`config.mk`:
```
export PLATFORM = sky130hd
export DESIGN_NAME = triangle_raster_sequencer_flat
export DESIGN_NICKNAME = d
export VERILOG_FILES = /design/src/rtl/triangle_raster_sequencer_if.sv /design/src/rtl/triangle_raster_sequencer.sv /design/src/flat_wrapper.sv
export SDC_FILE = /design/constraint.sdc
export NUM_CORES = 1
export LEC_CHECK = 0
export ABC_AREA = 1
export CAP_MARGIN = 10
export CORE_ASPECT_RATIO = 1.4
export CORE_MARGIN = 2
export CORE_UTILIZATION = 40
export CTS_CLUSTER_SIZE = 24
export DETAILED_ROUTE_END_ITERATION = 10
export GPL_TIMING_DRIVEN = 0
export PLACE_DENSITY = 0.65
export SYNTH_ARGS = -nofsm -noshare
export SYNTH_HDL_FRONTEND = slang
export SYNTH_SLANG_ARGS = --single-unit
```
`constraint.sdc`:
```
create_clock -name clk -period 11.6 [get_ports clk]
set_clock_uncertainty 0.2 [all_clocks]
set_input_delay 1.16 -clock clk [delete_from_list [all_inputs] [get_ports clk]]
set_output_delay 1.16 -clock clk [all_outputs]
set_load 0.02 [all_outputs]
```
`src/rtl/triangle_raster_sequencer_if.sv`:
```
// Triangle descriptor input stream and covered-pixel output stream of triangle_raster_sequencer.
interface triangle_raster_sequencer_if;
  localparam int unsigned CW = 16;
  localparam int unsigned ZW = 8;

  logic          tri_valid;
  logic          tri_ready;
  logic [CW-1:0] tri_x [3];
  logic [CW-1:0] tri_y [3];
  logic          pix_valid;
  logic          pix_ready;
  logic [CW-1:0] pix_x;
  logic [CW-1:0] pix_y;
  logic [ZW-1:0] pix_z;

  modport master (
    output tri_valid, tri_x, tri_y, pix_ready,
    input  tri_ready, pix_valid, pix_x, pix_y, pix_z
  );

  modport slave (
    input  tri_valid, tri_x, tri_y, pix_ready,
    output tri_ready, pix_valid, pix_x, pix_y, pix_z
  );
endinterface

```
`src/rtl/triangle_raster_sequencer.sv`:
```
// Walks the screen-clamped bounding box of one triangle in raster order against triangle_generator
// and streams covered pixels; ZBUF_TEST_EN adds an early depth test against the framebuffer.
module triangle_raster_sequencer #(
  parameter int unsigned SCREEN_W = 640,
  parameter int unsigned SCREEN_H = 480,
  localparam int unsigned CW = 16,
  localparam int unsigned ZW = 8
) (
  input  logic          clk,
  input  logic          rst_n,
  triangle_raster_sequencer_if.slave bus,
  output logic [CW-1:0] gen_x,
  output logic [CW-1:0] gen_y,
  input  logic          gen_inside,
  input  logic [ZW-1:0] gen_z,
  output logic          busy,
  output logic          tri_done
`ifdef ZBUF_TEST_EN
  ,
  output logic          zb_rd_en,
  output logic [CW-1:0] zb_rd_x,
  output logic [CW-1:0] zb_rd_y,
  input  logic [ZW-1:0] zb_rd_data
`endif
);

  localparam logic [CW-1:0] X_LAST = CW'(SCREEN_W - 1);
  localparam logic [CW-1:0] Y_LAST = CW'(SCREEN_H - 1);

  typedef enum logic [2:0] {
    S_IDLE, S_BBOX, S_SCAN, S_EMIT, S_ZRD, S_ZCMP, S_DONE
  } state_t;

  state_t        state;
  logic [CW-1:0] vx [3];
  logic [CW-1:0] vy [3];
  logic [CW-1:0] xmin, xmax, ymin, ymax;
  logic          tri_ready;

  logic [CW-1:0] bb_xmin, bb_xmax, bb_ymin, bb_ymax;
  logic          bb_empty;
  logic [CW-1:0] adv_x, adv_y;
  logic          adv_last;
  logic          adv_req;

  assign bus.tri_ready = tri_ready;

  function automatic logic [CW-1:0] min3(input logic [CW-1:0] a, input logic [CW-1:0] b,
                                         input logic [CW-1:0] c);
    logic [CW-1:0] m;
    m = (a < b) ? a : b;
    return (m < c) ? m : c;
  endfunction

  function automatic logic [CW-1:0] max3(input logic [CW-1:0] a, input logic [CW-1:0] b,
                                         input logic [CW-1:0] c);
    logic [CW-1:0] m;
    m = (a > b) ? a : b;
    return (m > c) ? m : c;
  endfunction

  // Bounding box of the captured vertices; only the max side is clamped, an off-screen min means empty.
  always_comb begin
    bb_xmin  = min3(vx[0], vx[1], vx[2]);
    bb_ymin  = min3(vy[0], vy[1], vy[2]);
    bb_xmax  = max3(vx[0], vx[1], vx[2]);
    bb_ymax  = max3(vy[0], vy[1], vy[2]);
    if (bb_xmax > X_LAST) bb_xmax = X_LAST;
    if (bb_ymax > Y_LAST) bb_ymax = Y_LAST;
    bb_empty = (bb_xmin > X_LAST) || (bb_ymin > Y_LAST);
  end

  // Next raster position; never computed past the clamped max because adv_last ends the scan first.
  always_comb begin
    adv_last = (gen_x == xmax) && (gen_y == ymax);
    if (gen_x == xmax) begin
      adv_x = xmin;
      adv_y = gen_y + CW'(1);
    end else begin
      adv_x = gen_x + CW'(1);
      adv_y = gen_y;
    end
  end

  always_comb begin
    adv_req = 1'b0;
    case (state)
      S_SCAN:  adv_req = !gen_inside;
      S_EMIT:  adv_req = bus.pix_ready;
`ifdef ZBUF_TEST_EN
      S_ZCMP:  adv_req = !(gen_z < zb_rd_data);
`endif
      default: adv_req = 1'b0;
    endcase
  end

  always_ff @(posedge clk or negedge rst_n) begin
    if (!rst_n) begin
      state         <= S_IDLE;
      tri_ready     <= 1'b0;
      busy          <= 1'b0;
      tri_done      <= 1'b0;
      gen_x         <= '0;
      gen_y         <= '0;
      bus.pix_valid <= 1'b0;
      bus.pix_x     <= '0;
      bus.pix_y     <= '0;
      bus.pix_z     <= '0;
      vx            <= '{default: '0};
      vy            <= '{default: '0};
      xmin          <= '0;
      xmax          <= '0;
      ymin          <= '0;
      ymax          <= '0;
`ifdef ZBUF_TEST_EN
      zb_rd_en      <= 1'b0;
      zb_rd_x       <= '0;
      zb_rd_y       <= '0;
`endif
    end else begin
      tri_done <= 1'b0;
`ifdef ZBUF_TEST_EN
      zb_rd_en <= 1'b0;
`endif
      case (state)
        S_IDLE: begin
          tri_ready <= 1'b1;
          if (bus.tri_valid && tri_ready) begin
            vx        <= bus.tri_x;
            vy        <= bus.tri_y;
            tri_ready <= 1'b0;
            busy      <= 1'b1;
            state     <= S_BBOX;
          end
        end
        S_BBOX: begin
          xmin <= bb_xmin;
          xmax <= bb_xmax;
          ymin <= bb_ymin;
          ymax <= bb_ymax;
          if (bb_empty) begin
            tri_done <= 1'b1;
            busy     <= 1'b0;
            state    <= S_DONE;
          end else begin
            gen_x <= bb_xmin;
            gen_y <= bb_ymin;
            state <= S_SCAN;
          end
        end
        S_SCAN: begin
          if (gen_inside) begin
`ifdef ZBUF_TEST_EN
            zb_rd_en <= 1'b1;
            zb_rd_x  <= gen_x;
            zb_rd_y  <= gen_y;
            state    <= S_ZRD;
`else
            bus.pix_valid <= 1'b1;
            bus.pix_x     <= gen_x;
            bus.pix_y     <= gen_y;
            bus.pix_z     <= gen_z;
            state         <= S_EMIT;
`endif
          end
        end
`ifdef ZBUF_TEST_EN
        S_ZRD: state <= S_ZCMP;
        // Read data arrives here; gen_x/gen_y are still held so gen_z is still for this pixel.
        S_ZCMP: begin
          if (gen_z < zb_rd_data) begin
            bus.pix_valid <= 1'b1;
            bus.pix_x     <= gen_x;
            bus.pix_y     <= gen_y;
            bus.pix_z     <= gen_z;
            state         <= S_EMIT;
          end
        end
`endif
        S_EMIT: begin
          if (bus.pix_ready) bus.pix_valid <= 1'b0;
        end
        S_DONE: begin
          tri_ready <= 1'b1;
          state     <= S_IDLE;
        end
        default: state <= S_IDLE;
      endcase

      if (adv_req) begin
        if (adv_last) begin
          tri_done <= 1'b1;
          busy     <= 1'b0;
          state    <= S_DONE;
        end else begin
          gen_x <= adv_x;
          gen_y <= adv_y;
          state <= S_SCAN;
        end
      end
    end
  end

endmodule

```
`src/flat_wrapper.sv`:
```
// flat-port wrapper written by rule: the top's interface ports become plain ports
module triangle_raster_sequencer_flat 
#(
  parameter int unsigned SCREEN_W = 640,
  parameter int unsigned SCREEN_H = 480,
  localparam int unsigned CW = 16,
  localparam int unsigned ZW = 8
)
  (clk, rst_n, gen_x, gen_y, gen_inside, gen_z, busy, tri_done, bus_tri_valid, bus_tri_x, bus_tri_y, bus_pix_ready, bus_tri_ready, bus_pix_valid, bus_pix_x, bus_pix_y, bus_pix_z);
  triangle_raster_sequencer_if bus_i ();
  input  logic clk;
  input  logic rst_n;
  output logic [CW-1:0] gen_x;
  output logic [CW-1:0] gen_y;
  input  logic gen_inside;
  input  logic [ZW-1:0] gen_z;
  output logic busy;
  output logic tri_done;
  input wire logic [$bits(bus_i.tri_valid)-1:0] bus_tri_valid;
  input wire logic [$bits(bus_i.tri_x)-1:0] bus_tri_x;
  input wire logic [$bits(bus_i.tri_y)-1:0] bus_tri_y;
  input wire logic [$bits(bus_i.pix_ready)-1:0] bus_pix_ready;
  output wire logic [$bits(bus_i.tri_ready)-1:0] bus_tri_ready;
  output wire logic [$bits(bus_i.pix_valid)-1:0] bus_pix_valid;
  output wire logic [$bits(bus_i.pix_x)-1:0] bus_pix_x;
  output wire logic [$bits(bus_i.pix_y)-1:0] bus_pix_y;
  output wire logic [$bits(bus_i.pix_z)-1:0] bus_pix_z;
  assign bus_i.tri_valid = bus_tri_valid;
  assign bus_i.tri_x = {>>{bus_tri_x}};
  assign bus_i.tri_y = {>>{bus_tri_y}};
  assign bus_i.pix_ready = bus_pix_ready;
  assign bus_tri_ready = bus_i.tri_ready;
  assign bus_pix_valid = bus_i.pix_valid;
  assign bus_pix_x = bus_i.pix_x;
  assign bus_pix_y = bus_i.pix_y;
  assign bus_pix_z = bus_i.pix_z;
  triangle_raster_sequencer #(.SCREEN_W(SCREEN_W), .SCREEN_H(SCREEN_H)) u_core (.clk(clk), .rst_n(rst_n), .bus(bus_i), .gen_x(gen_x), .gen_y(gen_y), .gen_inside(gen_inside), .gen_z(gen_z), .busy(busy), .tri_done(tri_done));
endmodule
```
==> results.py <==
metrics = {
    "min_path": {
        "hp-start": "u_core.bus.pix_valid",
        "min_path_type": "register to register",
    },
    "die": {
        "coreArea_sq_um": 33200,
        "ios": 185,
        "fp.dieH_microns": 221,
        "initial_utilization": 0.406,
        "rows": 79,
        "die_w_microns": 159,
        "die_area_sq_um": 35200,
    },
    "logic_synthesis": {
        "netlist_area_sq_um": 13500,
        "synth-edff-count": 0,
        "yosys_register_bits": 223,
        "yosys.area.top_type": "dfrtp_1",
        "syn_avg_cell_area_sq_um": 7.54,
        "synth_top_area_frac": 0.414,
        "yosysSeqAreaShare": 0.414,
        "ys_top_cells_by_area": "dfrtp_1 41%, nand2_1 14%, o21ai_0 11%, ha_1 8.9%, inv_1 6.0%",
        "syn-num-nets": 1994,
        "ys_warn_count": 0,
        "synth.distinct_cells": 46,
        "syn_inst": 1789,
        "async_flop_share": 1.00,
        "synth_flop_cell": "dfrtp_1",
    },
    "sta": {
        "fmax_mhz": 170,
        "period_minus_slack_ns": 5.88,
        "fin_ws_ns": 5.72,
        "setup_viol": 0,
        "rsz0062_at_grt": "no",
        "finalHoldViolations": 0,
        "tns_ns": 0,
        "drv_slew": 0,
        "worstMarginPinSlew_ns": 1.03,
        "period_share": 0.507,
        "slew_headroom": 0.310,
    },
    "global_routing": {
        "grt_pass1_wl_microns": 64300,
        "track_usage": 0.224,
        "grt_util_met3": 0.0214,
        "met1_usage": 0.271,
        "grt_use_met2": 0.406,
        "antenna_found_initial": 0,
        "grt_overflow": 0,
        "grt_pass1_vias": 12599,
        "grt_start_max_net_pins": 117,
        "top_usage_layer": "met2",
    },
    "clock_network": {
        "clock_path_buffers": 3,
        "cts_tree": "yes",
        "cts-htree-levels": 1,
        "ctsHoldBuffers": 0,
        "cts_made_buffers": 23,
        "cts_setup_buffers": 0,
        "numClockSinks": 223,
        "path_clk_slew_ns": 0.06,
        "postCtsResizedCells": 0,
        "cts_root_buf": "clkbuf_16",
        "clkLatencyLatePin_ns": 0.54,
    },
    "setup_path": {
        "crit_path_end_kind": "register",
        "slowest_stage": "clkbuf_1",
        "startpoint": "u_core.vx[27]",
        "cp-start-kind": "register",
        "cpMostUsedCell": "inv_1",
        "crit_required_ns": 11.82,
        "cpPeakStageDelay_ns": 0.39,
        "cp.arrival_ns": 6.10,
        "crit_type": "register to register",
        "regToRegStartpoint": "u_core.vx[27]",
        "critPathMaxFanout": 10,
    },
    "outcome": {
        "status": "finished, final reports clean",
    },
    "routing": {
        "wl_per_cell_microns": 16.1,
        "viasPerCell": 5.05,
        "num_vias": 12417,
        "totalWireLength_microns": 39500,
        "drc": 0,
        "antenna_left": 0,
        "drtIter0Drc": 671,
        "drt_first_pass_iters": 5,
    },
    "job": {
        "cap_violations": 0,
    },
    "final_layout": {
        "drive_gt1_frac": 0.0387,
        "final-instance-count-excl-fill": 2459,
        "layout.nets": 2204,
        "stdcell_area_sq_um": 16700,
        "syn_to_final_growth_pct": 23.6,
        "diodes": 0,
    },
    "placed_design": {
        "dp_hpwl_microns": 31100,
        "gp_congestion": 0.892,
        "placed_cells": 2419,
        "port_buffers": 184,
        "dpl_cell_area_sq_um": 15900,
        "post-place-ws_ns": 5.73,
    },
}
==> worst max-delay path: cells and delay by family (launching register included) <==
| kind | cells | cell delay [ns] |
|---|---|---|
| buffers and inverters | 9 | 1.93 |
| flip-flops | 1 | 0.37 |
| AND/OR/NAND/NOR | 9 | 1.08 |
| adder cells (fa/ha/maj) | 2 | 0.66 |
| AO/OA/AOI/OAI | 10 | 1.52 |
==> worst paths after layout <==
kind | to | slack (ns) | cells past startpoint
max in group asynchronous | u_core.gen_x[9] | 9.61 | 2
worst min-delay path | u_core.bus.pix_valid | 0.28 | 2
worst max-delay path | u_core.xmax[5] | 5.72 | 30
worst max register to register | u_core.xmax[5] | 5.72 | 30
min in group asynchronous | u_core.vy[33] | 0.49 | 1
worst min register to register | u_core.bus.pix_valid | 0.28 | 2
==> cell families after synthesis <==
kind of cell	after synthesis	synth area share
buffers and inverters	297	0.0848
and+or+nand+nor	740	0.230
adders and majority gates	96	0.0891
DFF	223	0.414
muxes	8	0.00668
AOI/OAI and AO/OA	396	0.156
xor gates and xnor gates	29	0.0188
==> cell usage after synthesis, drive strengths merged (8+ instances only) <==
cell type	instances
nor3	17
inv	219
xor2	11
ha	96
dfrtp	223
mux2	8
a21oi	58
nor2	101
buf	10
nand3	68
nand2	499
xnor2	18
clkbuf	65
a31oi	14
o21ai	292
nand4	33
nand3b	10
a211oi	8
==> final cells by class <==
| type | instances | area, sq um |
|---|---|---|
| inverter | 222 | 833 |
| clock inverter | 7 | 91.3 |
| multi-input combinational | 1269 | 6760 |
| fill | 3244 | 16500 |
| clock buffer | 33 | 663 |
| buffer | 75 | 310 |
| timing repair buffer | 185 | 1870 |
| sequential | 223 | 5580 |
| tap | 445 | 557 |
==> layer usage <==
| layer | up-vias | part of all wire |
|---|---|---|
| li1 | 6290 | - |
| met1 | 5758 | 0.42 |
| met2 | 295 | 0.50 |
| met3 | 74 | 0.038 |
| met4 | 0 | 0.039 |
| met5 | - | 0 |
==> through the flow <==
step / utilization / hold WS, ns
floorplan: - / 0.248
global route: 0.502 / 0.304
detailed placement: 0.479 / 0.263
global placement: 0.478 / 0.258
finish: 0.502 / 0.278
CTS: 0.502 / 0.279
==> placed cells by master (no fill, tap or decap), drive strengths merged, types with 7 or more instances in the layout <==
master         instances
nand4                 33
ha                    96
nand3                 68
xor2                  11
buf                   12
xnor2                 18
nor3                  17
inv                  220
clkdlybuf4s50        183
nand2                499
nand3b                10
o21ai                292
a211oi                 8
dfrtp                223
clkbuf                98
a21oi                 58
nor2                 101
mux2                   8
nor4                   7
a31oi                 14
==> state kept, by name, summed over array words and instances (netlist names) <==
name	flops
u_core.state	3
u_core.bus.pix_valid	1
u_core.vx	48
u_core.xmax	16
u_core.bus.pix_x	16
u_core.gen_x	16
u_core.busy	1
u_core.gen_y	16
u_core.bus.pix_y	16
u_core.bus.tri_ready	1
u_core.bus.pix_z	8
u_core.tri_done	1
u_core.xmin	16
u_core.vy	48
u_core.ymax	16
Power is not shown: default switching activity piles up to over one toggle a cycle in this logic, so the estimate is an artifact.
